File: config.mk
export PLATFORM = sky130hd
export DESIGN_NAME = ahb_ram_slave_if
export DESIGN_NICKNAME = d
export VERILOG_FILES = /design/src/rtl/ahb_pkg.sv /design/src/rtl/ahb_ram_slave_if.sv
export SDC_FILE = /design/constraint.sdc
export NUM_CORES = 1
export LEC_CHECK = 0
export ABC_AREA = 1
export BUFFER_PORTS_ARGS = -buffer_cell sky130_fd_sc_hd__buf_2
export CORE_AREA = 2 2 81 83
export CTS_BUF_LIST = sky130_fd_sc_hd__clkbuf_4
export DETAILED_ROUTE_END_ITERATION = 16
export DIE_AREA = 0 0 83 85
export PLACE_DENSITY = 0.63
export REMOVE_ABC_BUFFERS = 1
export SLEW_MARGIN = 20
export SYNTH_ARGS = -nofsm -noshare
export SYNTH_HDL_FRONTEND = slang
export SYNTH_SLANG_ARGS = --single-unit
File: constraint.sdc
create_clock -name clk -period 1.1 [get_ports clk]
set_input_delay 0.22 -clock clk [delete_from_list [all_inputs] [get_ports clk]]
set_output_delay 0.22 -clock clk [all_outputs]
set_load 0.1 [all_outputs]
File: src/rtl/ahb_pkg.sv
`default_nettype none
// ============================================================================
// Package : ahb_pkg
// Purpose : Shared AHB-Lite encodings and the FSM state type used by the
//           RAM slave front-end.
// Contents: HTRANS / HRESP / HSIZE encodings, ahb_state_t enum.
// Revision: 1.0 - initial release
// ============================================================================
package ahb_pkg;

  // HTRANS encodings
  localparam logic [1:0] HTRANS_IDLE   = 2'b00;
  localparam logic [1:0] HTRANS_BUSY   = 2'b01;
  localparam logic [1:0] HTRANS_NONSEQ = 2'b10;
  localparam logic [1:0] HTRANS_SEQ    = 2'b11;

  // HRESP encodings
  localparam logic HRESP_OKAY  = 1'b0;
  localparam logic HRESP_ERROR = 1'b1;

  // Only 32-bit word transfers are supported by the RAM
  localparam logic [2:0] HSIZE_WORD = 3'b010;

  // Slave front-end FSM states
  typedef enum logic [2:0] {
    ST_IDLE    = 3'd0,
    ST_WR      = 3'd1,
    ST_RD_REQ  = 3'd2,
    ST_RD_DATA = 3'd3,
    ST_ERR1    = 3'd4,
    ST_ERR2    = 3'd5
  } ahb_state_t;

endpackage : ahb_pkg
`default_nettype wire

File: src/rtl/ahb_ram_slave_if.sv
`default_nettype none
// ============================================================================
// Module  : ahb_ram_slave_if
// Purpose : AHB-Lite slave front-end for the data RAM. Converts accepted word
//           transfers into single-cycle RAM strobes, adds one wait state on
//           reads (registered RAM read) and a two-cycle ERROR response on
//           illegal accesses.
// Ports   : clk, reset (async, active-high)
//           AHB side : HSEL, HADDR, HTRANS, HWRITE, HSIZE, HWDATA, HREADY ->
//                      HREADYOUT, HRESP, HRDATA
//           RAM side : sel_1, wr_en_ram, rd_en_ram, wr_data, address_ram ->
//                      rd_data
// Revision: 1.0 - initial release
// ============================================================================
module ahb_ram_slave_if
  import ahb_pkg::*;
#(
  parameter int DEPTH = 5,
  parameter int IDX_W = 3
) (
  input  logic        clk,
  input  logic        reset,
  input  logic        HSEL,
  input  logic [31:0] HADDR,
  input  logic [1:0]  HTRANS,
  input  logic        HWRITE,
  input  logic [2:0]  HSIZE,
  input  logic [31:0] HWDATA,
  input  logic        HREADY,
  output logic        HREADYOUT,
  output logic        HRESP,
  output logic [31:0] HRDATA,
  output logic        sel_1,
  output logic        wr_en_ram,
  output logic        rd_en_ram,
  output logic [31:0] wr_data,
  output logic [31:0] address_ram,
  input  logic [31:0] rd_data
);

  localparam logic [IDX_W:0] C_DEPTH_LIM = DEPTH[IDX_W:0];

  ahb_state_t       r_state;
  ahb_state_t       w_next_state;
  ahb_state_t       w_target;
  logic [IDX_W-1:0] r_idx;
  logic             r_write;
  logic             r_err;
  logic [IDX_W-1:0] w_idx_in;
  logic             w_err_in;
  logic             w_active;
  logic             w_can_accept;
  logic             w_accept;

  // Address bits above the word index do not participate in decoding.
  logic unused_haddr_hi;
  assign unused_haddr_hi = ^HADDR[31:IDX_W+2];

  function automatic logic addr_err(input logic [2:0]       size,
                                    input logic [1:0]       byte_off,
                                    input logic [IDX_W-1:0] idx);
    addr_err = (size != HSIZE_WORD) | (byte_off != 2'b00) |
               ({1'b0, idx} >= C_DEPTH_LIM);
  endfunction

  assign w_idx_in = HADDR[IDX_W+1:2];
  assign w_err_in = addr_err(HSIZE, HADDR[1:0], w_idx_in);
  assign w_active = (HTRANS == HTRANS_NONSEQ) | (HTRANS == HTRANS_SEQ);

  // New address phases are only taken while this slave drives HREADYOUT high;
  // during wait cycles the master holds its address phase and it is
  // accepted once the wait is over.
  assign w_can_accept = (r_state == ST_IDLE) | (r_state == ST_WR) |
                        (r_state == ST_RD_DATA) | (r_state == ST_ERR2);
  assign w_accept     = HSEL & w_active & HREADY & w_can_accept;

  assign w_target = w_err_in ? ST_ERR1 : (HWRITE ? ST_WR : ST_RD_REQ);

  always_ff @(posedge clk or posedge reset) begin
    if (reset) begin
      r_state <= ST_IDLE;
      r_idx   <= '0;
      r_write <= 1'b0;
      r_err   <= 1'b0;
    end else begin
      r_state <= w_next_state;
      if (w_accept) begin
        r_idx   <= w_idx_in;
        r_write <= HWRITE;
        r_err   <= w_err_in;
      end
    end
  end

  always_comb begin
    w_next_state = ST_IDLE;
    HREADYOUT    = 1'b1;
    HRESP        = HRESP_OKAY;
    HRDATA       = '0;
    sel_1        = 1'b0;
    wr_en_ram    = 1'b0;
    rd_en_ram    = 1'b0;
    wr_data      = '0;
    address_ram  = '0;

    case (r_state)
      ST_IDLE: begin
        if (w_accept) w_next_state = w_target;
      end
      ST_WR: begin
        // The latched flags can only reach this state clean; gating the
        // strobe on them keeps an errored or read transfer off the RAM.
        sel_1       = ~r_err;
        wr_en_ram   = r_write & ~r_err;
        wr_data     = HWDATA;
        address_ram = {{(32-IDX_W){1'b0}}, r_idx};
        if (w_accept) w_next_state = w_target;
      end
      ST_RD_REQ: begin
        HREADYOUT    = 1'b0;
        sel_1        = ~r_err;
        rd_en_ram    = ~r_write & ~r_err;
        address_ram  = {{(32-IDX_W){1'b0}}, r_idx};
        w_next_state = ST_RD_DATA;
      end
      ST_RD_DATA: begin
        HRDATA = rd_data;
        if (w_accept) w_next_state = w_target;
      end
      ST_ERR1: begin
        HREADYOUT    = 1'b0;
        HRESP        = HRESP_ERROR;
        w_next_state = ST_ERR2;
      end
      ST_ERR2: begin
        HRESP = HRESP_ERROR;
        if (w_accept) w_next_state = w_target;
      end
      default: w_next_state = ST_IDLE;
    endcase
  end

endmodule : ahb_ram_slave_if
`default_nettype wire

After elaboration in Yosys (flattened, before gate mapping) --
Cells that the tools add are included.
Storage, ports and cells: register bits 8, bits of input ports 106, output and inout port bits 101, logic and storage cells 44
Operators by class: magnitude comparators 1, equal/unequal tests 8, mux-type cells 12, bitwise gates (word level) 13, reductions and logical operators 6
Operators with widths (count):
- 2-to-1 mux 32 bit | 2
- 2-to-1 mux 3 bit | 3
- one-hot mux 3 bit (3 select lines) | 1
- equality test 3 x 2 -> 1 bit (second input constant) | 2
- equality test 3 bit (second input constant) | 2
- OR 1 bit | 6
- OR reduction 2 bit | 3
- bitwise AND 1 bit | 5
- 2-to-1 mux 1 bit | 5
- equality test 2 bit (second input constant) | 2
- OR reduction 4 bit | 1
- equality test 3 x 1 -> 1 bit (second input constant) | 1
- >= comparator 3 bit (second input constant) | 1
- zero test 3 bit | 1
- inequality test 3 x 2 -> 1 bit (second input constant) | 1
- 2-to-1 mux 2 bit | 1
- inverter 1 bit | 2
- nonzero test 2 bit | 1

Logic depth before layout (Yosys ltp) --
Gate-level depths: netlist of run 1.
word-level depth 7, gate-level depth with buffers 7

Worst setup path after synthesis of run 1 --
OpenSTA, ideal clock, no wires.
kind reg-to-output, start register r_state[1], end output wr_en_ram, data arrival time 2.838 ns, required time 0.880 ns, slack -1.958 ns, cell stages (with the launch flop) 4, buffers on the path 0, path through dfrtp_1 -> inv_1 -> nand3_2 -> nor3b_1
Between the ends: word-level cells in the longest chain between the ends 2
Ends and longest elaborated chain:
- start, declared | line ahb_ram_slave_if.sv:43 | ahb_state_t r_state;
- start signal, assigned | line ahb_ram_slave_if.sv:86 | r_state <= w_next_state;
- equality test 3 x 1 -> 1 bit | line ahb_ram_slave_if.sv:106 | case (r_state)
- 2-to-1 mux 1 bit | line ahb_ram_slave_if.sv:106
- end, declared | line ahb_ram_slave_if.sv:34 | output logic wr_en_ram,
Every way passes these cells.

Worst setup path after layout of run 1 --
start register r_state[2], end output HRDATA[13]
Between the ends: word-level cells in the longest chain between the ends 2
Ends and longest elaborated chain:
- equality test 3 x 2 -> 1 bit | line ahb_ram_slave_if.sv:106
- 2-to-1 mux 32 bit | line ahb_ram_slave_if.sv:106
- end, declared | line ahb_ram_slave_if.sv:32 | output logic [31:0] HRDATA,
Every way passes these cells.

==> results of run 1 <==
## how the worst max path moves through the flow
stage,slack (ps),cells after the start,endpoint
2_1_floorplan,-2330,3,wr_en_ram
3_3_place_gp,-330,5,HRDATA[21]
3_5_place_dp,-360,5,wr_data[4]
4_1_cts,-580,5,HRDATA[29]
5_1_grt,-640,5,wr_en_ram
6_report,-580,5,HRDATA[13]
## cell type report
cell class	instances	share of cell area [%]
repair buffers	162	55.61
flip-flops and latches	8	5.681
multi-input cells	134	26.82
inverters	80	8.539
well taps	77	2.717
clock buffers	3	0.6351
## cell usage in the layout, fill, tap and decap left out
master                          netlist  routed
sky130_fd_sc_hd__inv_1               80      76
sky130_fd_sc_hd__nor3_2               0       2
sky130_fd_sc_hd__inv_4                0       1
sky130_fd_sc_hd__nand3_2              1       1
sky130_fd_sc_hd__o21ai_2              0       1
sky130_fd_sc_hd__clkbuf_4             0       3
sky130_fd_sc_hd__dfrtp_1              8       7
sky130_fd_sc_hd__o21ai_0              4       3
sky130_fd_sc_hd__buf_4               29       9
sky130_fd_sc_hd__buf_12               0      74
sky130_fd_sc_hd__buf_16               0       1
sky130_fd_sc_hd__nor2_2               1      30
sky130_fd_sc_hd__nor2_4               0      40
sky130_fd_sc_hd__nand3_4              0       1
sky130_fd_sc_hd__nor2_1              73       4
sky130_fd_sc_hd__nand2_1             14      13
sky130_fd_sc_hd__nand3b_4             0       1
sky130_fd_sc_hd__nand2_2              0       1
sky130_fd_sc_hd__dfrtp_2              0       1
sky130_fd_sc_hd__buf_2                6      77
sky130_fd_sc_hd__conb_1               1      29
sky130_fd_sc_hd__dlygate4sd3_1        0       1
sky130_fd_sc_hd__o21ai_1              1       1
sky130_fd_sc_hd__a21oi_1              1       1
sky130_fd_sc_hd__inv_2                0       3
sky130_fd_sc_hd__nand3_1              6       5
sky130_fd_sc_hd__nor3b_1              1       1
## routing by layer
metal  vias to the layer above  share of wire [%]  track usage (%)
met4                         0                1.7            3.875
met5                         -                  0                0
met1                       794                 29            13.25
met2                        63                 66            29.91
met3                         7                3.8           0.8755
li1                        880                  -                -
## worst reg2reg max path: cells and delay by family, from the launching register on
kind,cells,cell delay (ps)
flops,1,410
buf+inv,5,540
simple gates,3,210
## through the flow
stage	total power (W)	setup slack, ps	TNS, ps	util (%)	area (um2)
6_report	0.006935	-575.9	-39120	57.15	3546
5_1_grt	0.007155	-642.6	-44520	57.15	3546
4_1_cts	0.006861	-575.6	-40240	56.02	3476
3_5_place_dp	0.005951	-355.6	-22570	49.26	3057
3_3_place_gp	0.005878	-327.8	-20260	49.26	3057
2_1_floorplan	0.003942	-2326	-109820	-	1041
## repair_timing
action	in CTS	in global routing
buffers inserted	2	0
endpoints found under the hold margin	8	0
gates cloned	1	0
hold buffers	1	0
gates resized for setup	110	14
pin swaps	1	1
setup endpoints to repair	79	80
## where the power goes
group | total [W] | leakage (nW) | internal [W] | switching [W]
registers | 0.000531 | 0.0997 | 0.000411 | 0.000120
clock network | 0.000228 | 0.0138 | 0.000125 | 0.000103
logic | 0.00618 | 1.73 | 0.00194 | 0.00424
total | 0.00694 | 1.85 | 0.00247 | 0.00446
## sequential cells by signal, indices dropped and copies added, names as in the netlist
signal   flops
r_idx        3
r_state      3
r_err        1
r_write      1
## cells by family (layout without fill, tap and decap cells)
group	count (synthesis)	in the layout	synth area share, %
buffers and inverters	115	245	46.30
AND/OR/NAND/NOR	99	99	33.93
flip-flops	8	8	16.91
AO/OA/AOI/OAI	6	6	2.536
other	1	29	0.3168
==> impl_results.md, run 1 <==
* Outcome: complete, but fails checks
* Failing checks: negative setup slack
* Multi-input logic area at 950.9 um2
* Number of buffers added by the clock tree synthesis step at 3
* Number of slew-limit violations in the final report at 0
* Effective utilization at floorplan at between 10% and 20%
* RSZ-0062 raised after global routing: true
* Max IR drop VDD at 1540 uV
* Antenna-violating nets left at 0
* Number of instances in the synthesized netlist at 229
* Delay contributed by the slowest stage of the critical path at 380 ps
* Crit path launch type: flop
* Synth unique cells at 16
* Die outline area at 7055 um2
* Number of flops mapped to enable cells by yosys at 0
* Routed Wire Length at 5.072 mm
* Post-Route Hold Slack at between 200 and 250 ps
* Buffers added on ports at ~150
* First-pass GRT wire length at 8.031 mm
* Reg2reg setup slack at -160 ps
* Number of global-route vias before repair at around 1800
* Yosys top cell area share at 25.37%
* Worst setup path class: flop to output port
* Chain of cells forming the critical path: inv_2 > nand3_1 > buf_12 > nor2_2 > buf_12
* Static Leak at 1.848 nW
* Crit path setup slack, layout at -575.9 ps
* Fraction of registers with async set/reset at 100.0%
* TritonCTS clock tree: done
* GRT Resource Usage Total at 13.62%
* Number of antenna violations at the first check in global routing at 0
* Number of cells after detailed placement at approximately 460
* Ports at 207
* Count leader, synth: sky130_fd_sc_hd__inv_1
* Initial DRC Count at 7
* Worst r2r dst: r_state[0]$_DFF_PP0_
* Count of final hold-check violations at 0
* Share of cells above drive strength 1 at 63.57%
* Nets at between 400 and 500
* Via count normalized by instance count at around 3.8
* GRT overflow at 0
* ANT cells at 0
* CORE AREA at 6205 um2
* Worst clock skew at 6.903 ps
* Final Wtd Congestion at approximately 0.76
* Final instance count without filler cells at 464
* Chip Width at 83 um
* Register Area at 201.4 um2
* Maximum fanout count along the critical path at 32
* Arr. time, crit path at 1460 ps
* HP Class: input port to flop
* Number of register bits inferred by synthesis at 8
* R2r startpoint: r_state[1]$_DFF_PP0_
* Clock H-tree levels at 1
* Largest delay contributor family on the critical path: buffers and inverters
* Number of cells on the worst reg-to-reg path at 8
* Signed area change from the synthesized netlist to the final layout at 199.6%
* Critical hold path startpoint: HWRITE
* CTS sink count at 8
* Buffer and inverter count on the worst path at 3
* Mean Syn Cell Area at 5.169 um2
* Final critical-path required period at 1676 ps
* CTS root buf: sky130_fd_sc_hd__clkbuf_4
* Required time reported for the critical path endpoint at 880 ps
* Most instantiated flip-flop cell in the synthesis netlist: sky130_fd_sc_hd__dfrtp_1
* End point of the worst hold path: r_state[0]$_DFF_PP0_
* Vias at 1744
* Fill cells at 573
* Post-detailed-placement half-perimeter wirelength at 4.099 mm
* Critical-path cell with the highest stage delay: sky130_fd_sc_hd__dfrtp_1
* Clock slew seen by the registers of the worst setup and hold paths at ~50 ps
* Seq/Total Area, Yosys at 16.91%
* Cell seen most often among critical-path stages: sky130_fd_sc_hd__buf_12
* Height of the die at 85 um
* Largest cells by area after synthesis: sky130_fd_sc_hd__inv_1 25%, sky130_fd_sc_hd__nor2_1 23%, sky130_fd_sc_hd__buf_4 18%
* Kind of end point of the critical path: output port
* Final clock period utilization by the worst path at 152.4%
* Largest net degree at the start of global routing at 33
* Area of the mapped netlist at around 1200 um2
* Std cell rows at 29
* Clock latency reported for the late side of the worst-skew pair at around 260 ps
* Power density over cell area at 1956 nW/um2
* First-pass iteration count of the detailed router at 4
* Commonest cells in the netlist: 80 x sky130_fd_sc_hd__inv_1, 73 x sky130_fd_sc_hd__nor2_1, 29 x sky130_fd_sc_hd__buf_4
* Worst hold stages at 3
* Largest area contributor in the netlist: sky130_fd_sc_hd__inv_1
* Synth Warn # at 0
* Routed wire length per instance at 10.93 um
* Worst setup path start: r_state[2]$_DFF_PP0_
* Max Root-Sink Buffers at 2
* DRC viols at 0
* Fmax at 596.7 MHz
* Final setup violating endpoints at 80
* Max Cap Viol at 0
No activity file was read; power rests on OpenSTA's default activity.
==> inputs of run 2 (changes only) <==
--- a/config.mk
+++ b/config.mk
@@ -6,12 +6,12 @@
 export NUM_CORES = 1
 export LEC_CHECK = 0
 export ABC_AREA = 1
-export BUFFER_PORTS_ARGS = -buffer_cell sky130_fd_sc_hd__buf_2
+export BUFFER_PORTS_ARGS = -buffer_cell sky130_fd_sc_hd__clkbuf_2
 export CORE_AREA = 2 2 81 83
 export CTS_BUF_LIST = sky130_fd_sc_hd__clkbuf_4
 export DETAILED_ROUTE_END_ITERATION = 16
 export DIE_AREA = 0 0 83 85
-export PLACE_DENSITY = 0.63
+export PLACE_DENSITY = 0.61
 export REMOVE_ABC_BUFFERS = 1
 export SLEW_MARGIN = 20
 export SYNTH_ARGS = -nofsm -noshare
==> constraint.sdc (replaced) <==
create_clock -name clk -period 1.8 [get_ports clk]
set_input_delay 0.36 -clock clk [delete_from_list [all_inputs] [get_ports clk]]
set_output_delay 0.36 -clock clk [all_outputs]
set_load 0.1 [all_outputs]
==> run 2 against run 1 <==
Net effect:
- the run still ends with negative setup slack left
- cell count shrank 1.1%
- die area unchanged
- sequential power fell by 40%
- clock power fell by 38%
- power decreased by 41%
- first-iteration DRC count rose to 4.3 times the previous value
- count of clock-buffer cells in the layout unchanged
- sequential share of layout area barely moved
- critical endpoint is now wr_data[21]
==> impl_results.md, run 2 (synthesis results as in run 1) <==
* Crit path launch type: flop
* Arr. time, crit path at around 1500 ps
* Std cell rows at 29
* Buffers added on ports at 149
* TritonCTS clock tree: done
* Share of cells above drive strength 1 at about 63%
* Vias at roughly 1700
* Number of buffers added by the clock tree synthesis step at 3
* Non-Filler Cell Area, Final at ~3600 um2
* Maximum fanout count along the critical path at 16
* Ports at 207
* Reg2reg setup slack at 650 ps
* Worst clock skew at about 2.4 ps
* Height of the die at 85 um
* Hold Buf Count CTS at 0
* First-pass iteration count of the detailed router at 4
* Clock latency reported for the late side of the worst-skew pair at 260 ps
* Routed Wire Length at 5.272 mm
* Number of slew-limit violations in the final report at 0
* Max Root-Sink Buffers at 2
* GRT Resource Usage Total at 12.42%
* Chip Width at 83 um
* CORE AREA at approximately 6200 um2
* Final setup violating endpoints at 26
* Delay contributed by the slowest stage of the critical path at 440 ps
* Antenna-violating nets left at 0
* RSZ-0062 raised after global routing: true
* CTS sink count at 8
* Count of final hold-check violations at 0
* Number of cells on the worst reg-to-reg path at 4
* Crit path setup slack, layout at -44.18 ps
* DRC viols at 0
* Signed area change from the synthesized netlist to the final layout at 203.5%
* Clock H-tree levels at 1
* Final critical-path required period at 1844 ps
* Initial DRC Count at 30
* First-pass GRT wire length at 7.320 mm
* Post-detailed-placement half-perimeter wirelength at 4.003 mm
* Worst r2r dst: r_state[0]$_DFF_PP0_
* Placed cell area at approximately 3000 um2
* Number of cells after detailed placement at 450
* Effective utilization at floorplan at a little under a fifth
* R2r startpoint: r_state[1]$_DFF_PP0_
* Largest registers: r_idx: 3 flops, r_state: 3 flops
* Critical-path cell with the highest stage delay: sky130_fd_sc_hd__dfrtp_2
* ANT cells at 0
* Fmax at 542.2 MHz
* Worst setup path class: flop to output port
* Chain of cells forming the critical path: inv_2 > nand3_4 > clkbuf_16 > nor2_2 > buf_12
* Final Wtd Congestion at around 0.77
* Routed wire length per instance at 11.49 um
* CTS root buf: sky130_fd_sc_hd__clkbuf_4
* Final clock period utilization by the worst path at 102.5%
* Kind of end point of the critical path: output port
* Number of global-route vias before repair at 1642
* Die outline area at just over 7000 um2
* Failing checks: negative setup slack
* Nets at between 400 and 500
* Max IR drop VDD at 867.6 uV
* Largest net degree at the start of global routing at 33
* Outcome: complete, but fails checks
* Via count normalized by instance count at 3.782
* Commonest cells after routing, fill and taps aside: 77 x sky130_fd_sc_hd__inv_1, 77 x sky130_fd_sc_hd__clkbuf_2, 75 x sky130_fd_sc_hd__buf_12
* Required time reported for the critical path endpoint at 1440 ps
* Clock slew seen by the registers of the worst setup and hold paths at 50 ps
* Power density over cell area at 1141 nW/um2
* Static Leak at 1.845 nW
* GRT overflow at 0
* HP Class: input port to async pin
* Final instance count without filler cells at about 460
* Number of antenna violations at the first check in global routing at 0
* Max Cap Viol at 0
-- run 2: how the worst max path moves through the flow --
stage                              start     endpoint  cells past startpoint
floorplan           r_state[1]$_DFF_PP0_    wr_en_ram                      3
global placement    r_state[1]$_DFF_PP0_   wr_data[6]                      5
detailed placement  r_state[1]$_DFF_PP0_   wr_data[6]                      5
CTS                 r_state[1]$_DFF_PP0_    wr_en_ram                      4
global route        r_state[1]$_DFF_PP0_  wr_data[27]                      5
finish              r_state[1]$_DFF_PP0_  wr_data[21]                      5
-- run 2: cell type report --
cell class / instances / area, um2
clock buffers: 3 / 22.52
multi-input cells: 134 / 1008
fillers: 526 / 2613
flip-flops and latches: 8 / 202.7
repair buffers: 157 / 1959
inverters: 80 / 302.8
well taps: 77 / 96.34
-- run 2: per-layer routing --
metal | wire length, um | vias up | track usage, %
li1 | - | 869 | -
met1 | 1752 | 790 | 12.55
met2 | 3212 | 68 | 26.03
met3 | 205 | 9 | 0.9728
met4 | 101 | 0 | 4.620
met5 | 0 | - | 0
-- run 2: timing repair --
action / CTS / global route
cloned: 0 / 3
endpoints found under the setup margin: 70 / 71
setup buffers: 2 / 1
pin swaps: 0 / 1
resized for setup: 72 / 66
endpoints found under the hold margin: 0 / 0
-- run 2: metrics by stage --
stage               hold WS, ps  power (W)  setup WS, ps  TNS (ps)  utilization (%)
finish                    15.67   0.004099        -44.18    -607.0            57.89
global route              60.60   0.004231        -95.94     -3739            57.89
CTS                       19.10   0.003799        -70.09     -2395            51.56
detailed placement        300.4   0.003515         135.8         0            48.01
global placement          292.2   0.003491         144.5         0            48.01
floorplan                 175.7   0.002409         -1766    -68800                -
-- run 2: power by group --
part / total (W) / switching [W] / internal [W]
Clock: 0.000141 / 0.0000645 / 0.0000765
Sequential: 0.000320 / 0.0000689 / 0.000251
Combinational: 0.00364 / 0.00253 / 0.00111
Total: 0.00410 / 0.00266 / 0.00144
-- run 2: critical path: cells and delay by family, from the launching register on --
family / cells / cell delay [ps]
buf+inv: 3 / 500
flops: 1 / 440
simple gates: 2 / 260
==> inputs of run 3 (changes only) <==
--- a/config.mk
+++ b/config.mk
@@ -6,12 +6,13 @@
 export NUM_CORES = 1
 export LEC_CHECK = 0
 export ABC_AREA = 1
-export BUFFER_PORTS_ARGS = -buffer_cell sky130_fd_sc_hd__clkbuf_2
+export BUFFER_PORTS_ARGS = -buffer_cell sky130_fd_sc_hd__buf_2
 export CORE_AREA = 2 2 81 83
 export CTS_BUF_LIST = sky130_fd_sc_hd__clkbuf_4
 export DETAILED_ROUTE_END_ITERATION = 16
 export DIE_AREA = 0 0 83 85
 export PLACE_DENSITY = 0.61
+export RECOVER_POWER = 50
 export REMOVE_ABC_BUFFERS = 1
 export SLEW_MARGIN = 20
 export SYNTH_ARGS = -nofsm -noshare
==> constraint.sdc (replaced) <==
create_clock -name clk -period 1.8 [get_ports clk]
set_input_delay 0.45 -clock clk [delete_from_list [all_inputs] [get_ports clk]]
set_output_delay 0.45 -clock clk [all_outputs]
set_load 0.1 [all_outputs]
==> run 3 against run 2 <==
Net effect:
- the run still ends with negative setup slack left
- sequential share of layout area increased by 0.19 points
- global-route usage increased by 1.4 points
- register-to-register slack got worse by 20 ps
- combinational power increased by 1%
- sequential power increased by 3%
- wire length decreased by 4.1%
- power increased by 1.5%
- flip-flop and latch count unchanged
- utilization decreased by 2.2 points
- cell count decreased by 0.22%
- critical path type unchanged
- largest power group unchanged
==> impl_results.md, run 3 (synthesis results as in run 1) <==
* Number of slew-limit violations in the final report at 0
* Effective utilization at floorplan at 19.08%
* CTS sink count at 8
* Number of buffers added by the clock tree synthesis step at 3
* Number of antenna violations at the first check in global routing at 0
* Vias at 1701
* Number of global-route vias before repair at 1780
* Share of cells above drive strength 1 at 62.99%
* Final critical-path required period at 1914 ps
* Ports at 207
* CTS root buf: sky130_fd_sc_hd__clkbuf_4
* GRT overflow at 0
* Largest net degree at the start of global routing at 33
* Fmax at between 500 and 600 MHz
* Initial DRC Count at 40
* HP Class: input port to async pin
* Max IR drop VDD at between 800 and 900 uV
* DRC viols at 0
* Chip Width at 83 um
* Reg2reg setup slack at 630 ps
* Routed Wire Length at 5.054 mm
* Crit path setup slack, layout at -114.4 ps
* Commonest cells after routing, fill and taps aside: 77 x sky130_fd_sc_hd__buf_2, 76 x sky130_fd_sc_hd__inv_1, 74 x sky130_fd_sc_hd__buf_12
* RSZ-0062 raised after global routing: true
* CORE AREA at around 6200 um2
* Antenna-violating nets left at 0
* TritonCTS clock tree: done
* Post-detailed-placement half-perimeter wirelength at 3.964 mm
* Non-Filler Cell Area, Final at between 3000 and 4000 um2
* Largest registers: r_idx: 3 flops, r_state: 3 flops
* Critical-path cell with the highest stage delay: sky130_fd_sc_hd__dfrtp_1
* Std cell rows at 29
* First-pass iteration count of the detailed router at 4
* Max Root-Sink Buffers at 2
* Crit path launch type: flop
* Delay contributed by the slowest stage of the critical path at 390 ps
* Height of the die at 85 um
* Power, Total at 0.004159 W
* Clock H-tree levels at 1
* Outcome: complete, but fails checks
* Final Wtd Congestion at 0.7727
* Number of cells after detailed placement at between 400 and 500
* Final setup violating endpoints at 70
* Failing checks: negative setup slack
* Kind of end point of the critical path: output port
* Final total negative setup slack at -6123 ps
* Routed wire length per instance at 11.03 um
* Clock latency reported for the late side of the worst-skew pair at 260 ps
* R2r startpoint: r_state[1]$_DFF_PP0_
* ANT cells at 0
* Largest delay contributor family on the critical path: buffers and inverters
* Cell seen most often among critical-path stages: sky130_fd_sc_hd__buf_12
* Max Cap Viol at 0
* Die outline area at 7055 um2
* Power density over cell area at 1204 nW/um2
* Via count normalized by instance count at roughly 3.7
* Signed area change from the synthesized netlist to the final layout at 191.9%
* Clock slew seen by the registers of the worst setup and hold paths at 50 ps
* Count of final hold-check violations at 0
* Worst setup path class: flop to output port
* Post-Route Hold Slack at 117.6 ps
* Worst r2r dst: r_idx[1]$_DFFE_PP0N_
* Number of cells on the worst reg-to-reg path at 5
* Most common cell after layout, fill and taps aside: sky130_fd_sc_hd__buf_2
* Static Leak at 1.805 nW
* Chain of cells forming the critical path: inv_2 > nand3_1 > buf_12 > nor2_2 > buf_12
* Buffers added on ports at 149
* Final clock period utilization by the worst path at 106.4%
* Nets at 489
* Buffer and inverter count on the worst path at 3
* Arr. time, crit path at ~1500 ps
* Hold Buf Count CTS at 0
* First-pass GRT wire length at 8.148 mm
* Worst clock skew at about 3.7 ps
* Final instance count without filler cells at 458
* Placed cell area at 3012 um2
* Maximum fanout count along the critical path at 32
* Required time reported for the critical path endpoint at 1350 ps
* GRT Resource Usage Total at 13.87%
[run 3: cell types whose count changed in the layout (fill, tap and decap cells not counted), sizes merged]
| cell | change |
|---|---|
| clkbuf | -79 |
| buf | +78 |
[run 3: layout make-up]
class / count / area, um2
Multi-Input combinational cell: 134 / 909.6
Tap cell: 77 / 96.34
Fill cell: 551 / 2750
Timing Repair Buffer: 156 / 1924
Sequential cell: 8 / 201.4
Clock buffer: 3 / 22.52
Inverter: 80 / 300.3
[run 3: worst max-delay path by stage]
stage,startpoint,slack [ps],to,cells past startpoint
finish,r_state[2]$_DFF_PP0_,-110,HRDATA[8],5
CTS,r_state[2]$_DFF_PP0_,-120,HRDATA[1],5
global route,r_state[2]$_DFF_PP0_,-180,HRDATA[8],5
detailed placement,r_state[2]$_DFF_PP0_,90,HRDATA[2],5
global placement,r_state[1]$_DFF_PP0_,110,wr_data[6],5
floorplan,r_state[1]$_DFF_PP0_,-1860,wr_en_ram,3
[run 3: stage by stage]
stage                     util [%]  setup slack (ps)
after floorplan                  -             -1856
after global placement       48.54             108.7
after detailed placement     48.54             89.10
after CTS                    54.85            -123.0
after global routing         55.68            -177.1
final                        55.68            -114.4
[run 3: repair_timing]
| item | in CTS | in global routing |
|---|---|---|
| gates cloned | 1 | 0 |
| pin swaps | 0 | 0 |
| buffers inserted | 3 | 0 |
| gates resized for setup | 104 | 10 |
| setup endpoints to repair | 71 | 71 |
[run 3: power breakdown]
part / switching [W] / internal (W)
Clock: 0.0000617 / 0.0000763
Sequential: 0.0000779 / 0.000251
Combinational: 0.00255 / 0.00114
Total: 0.00269 / 0.00146
[run 3: layer usage]
| layer | vias to the layer above | part of all wire, % | global-route usage [%] |
|---|---|---|---|
| met1 | 769 | 33 | 14.26 |
| li1 | 865 | - | - |
| met3 | 5 | 4.2 | 1.167 |
| met5 | - | 0 | 0 |
| met2 | 62 | 62 | 29.25 |
| met4 | 0 | 1.1 | 4.024 |
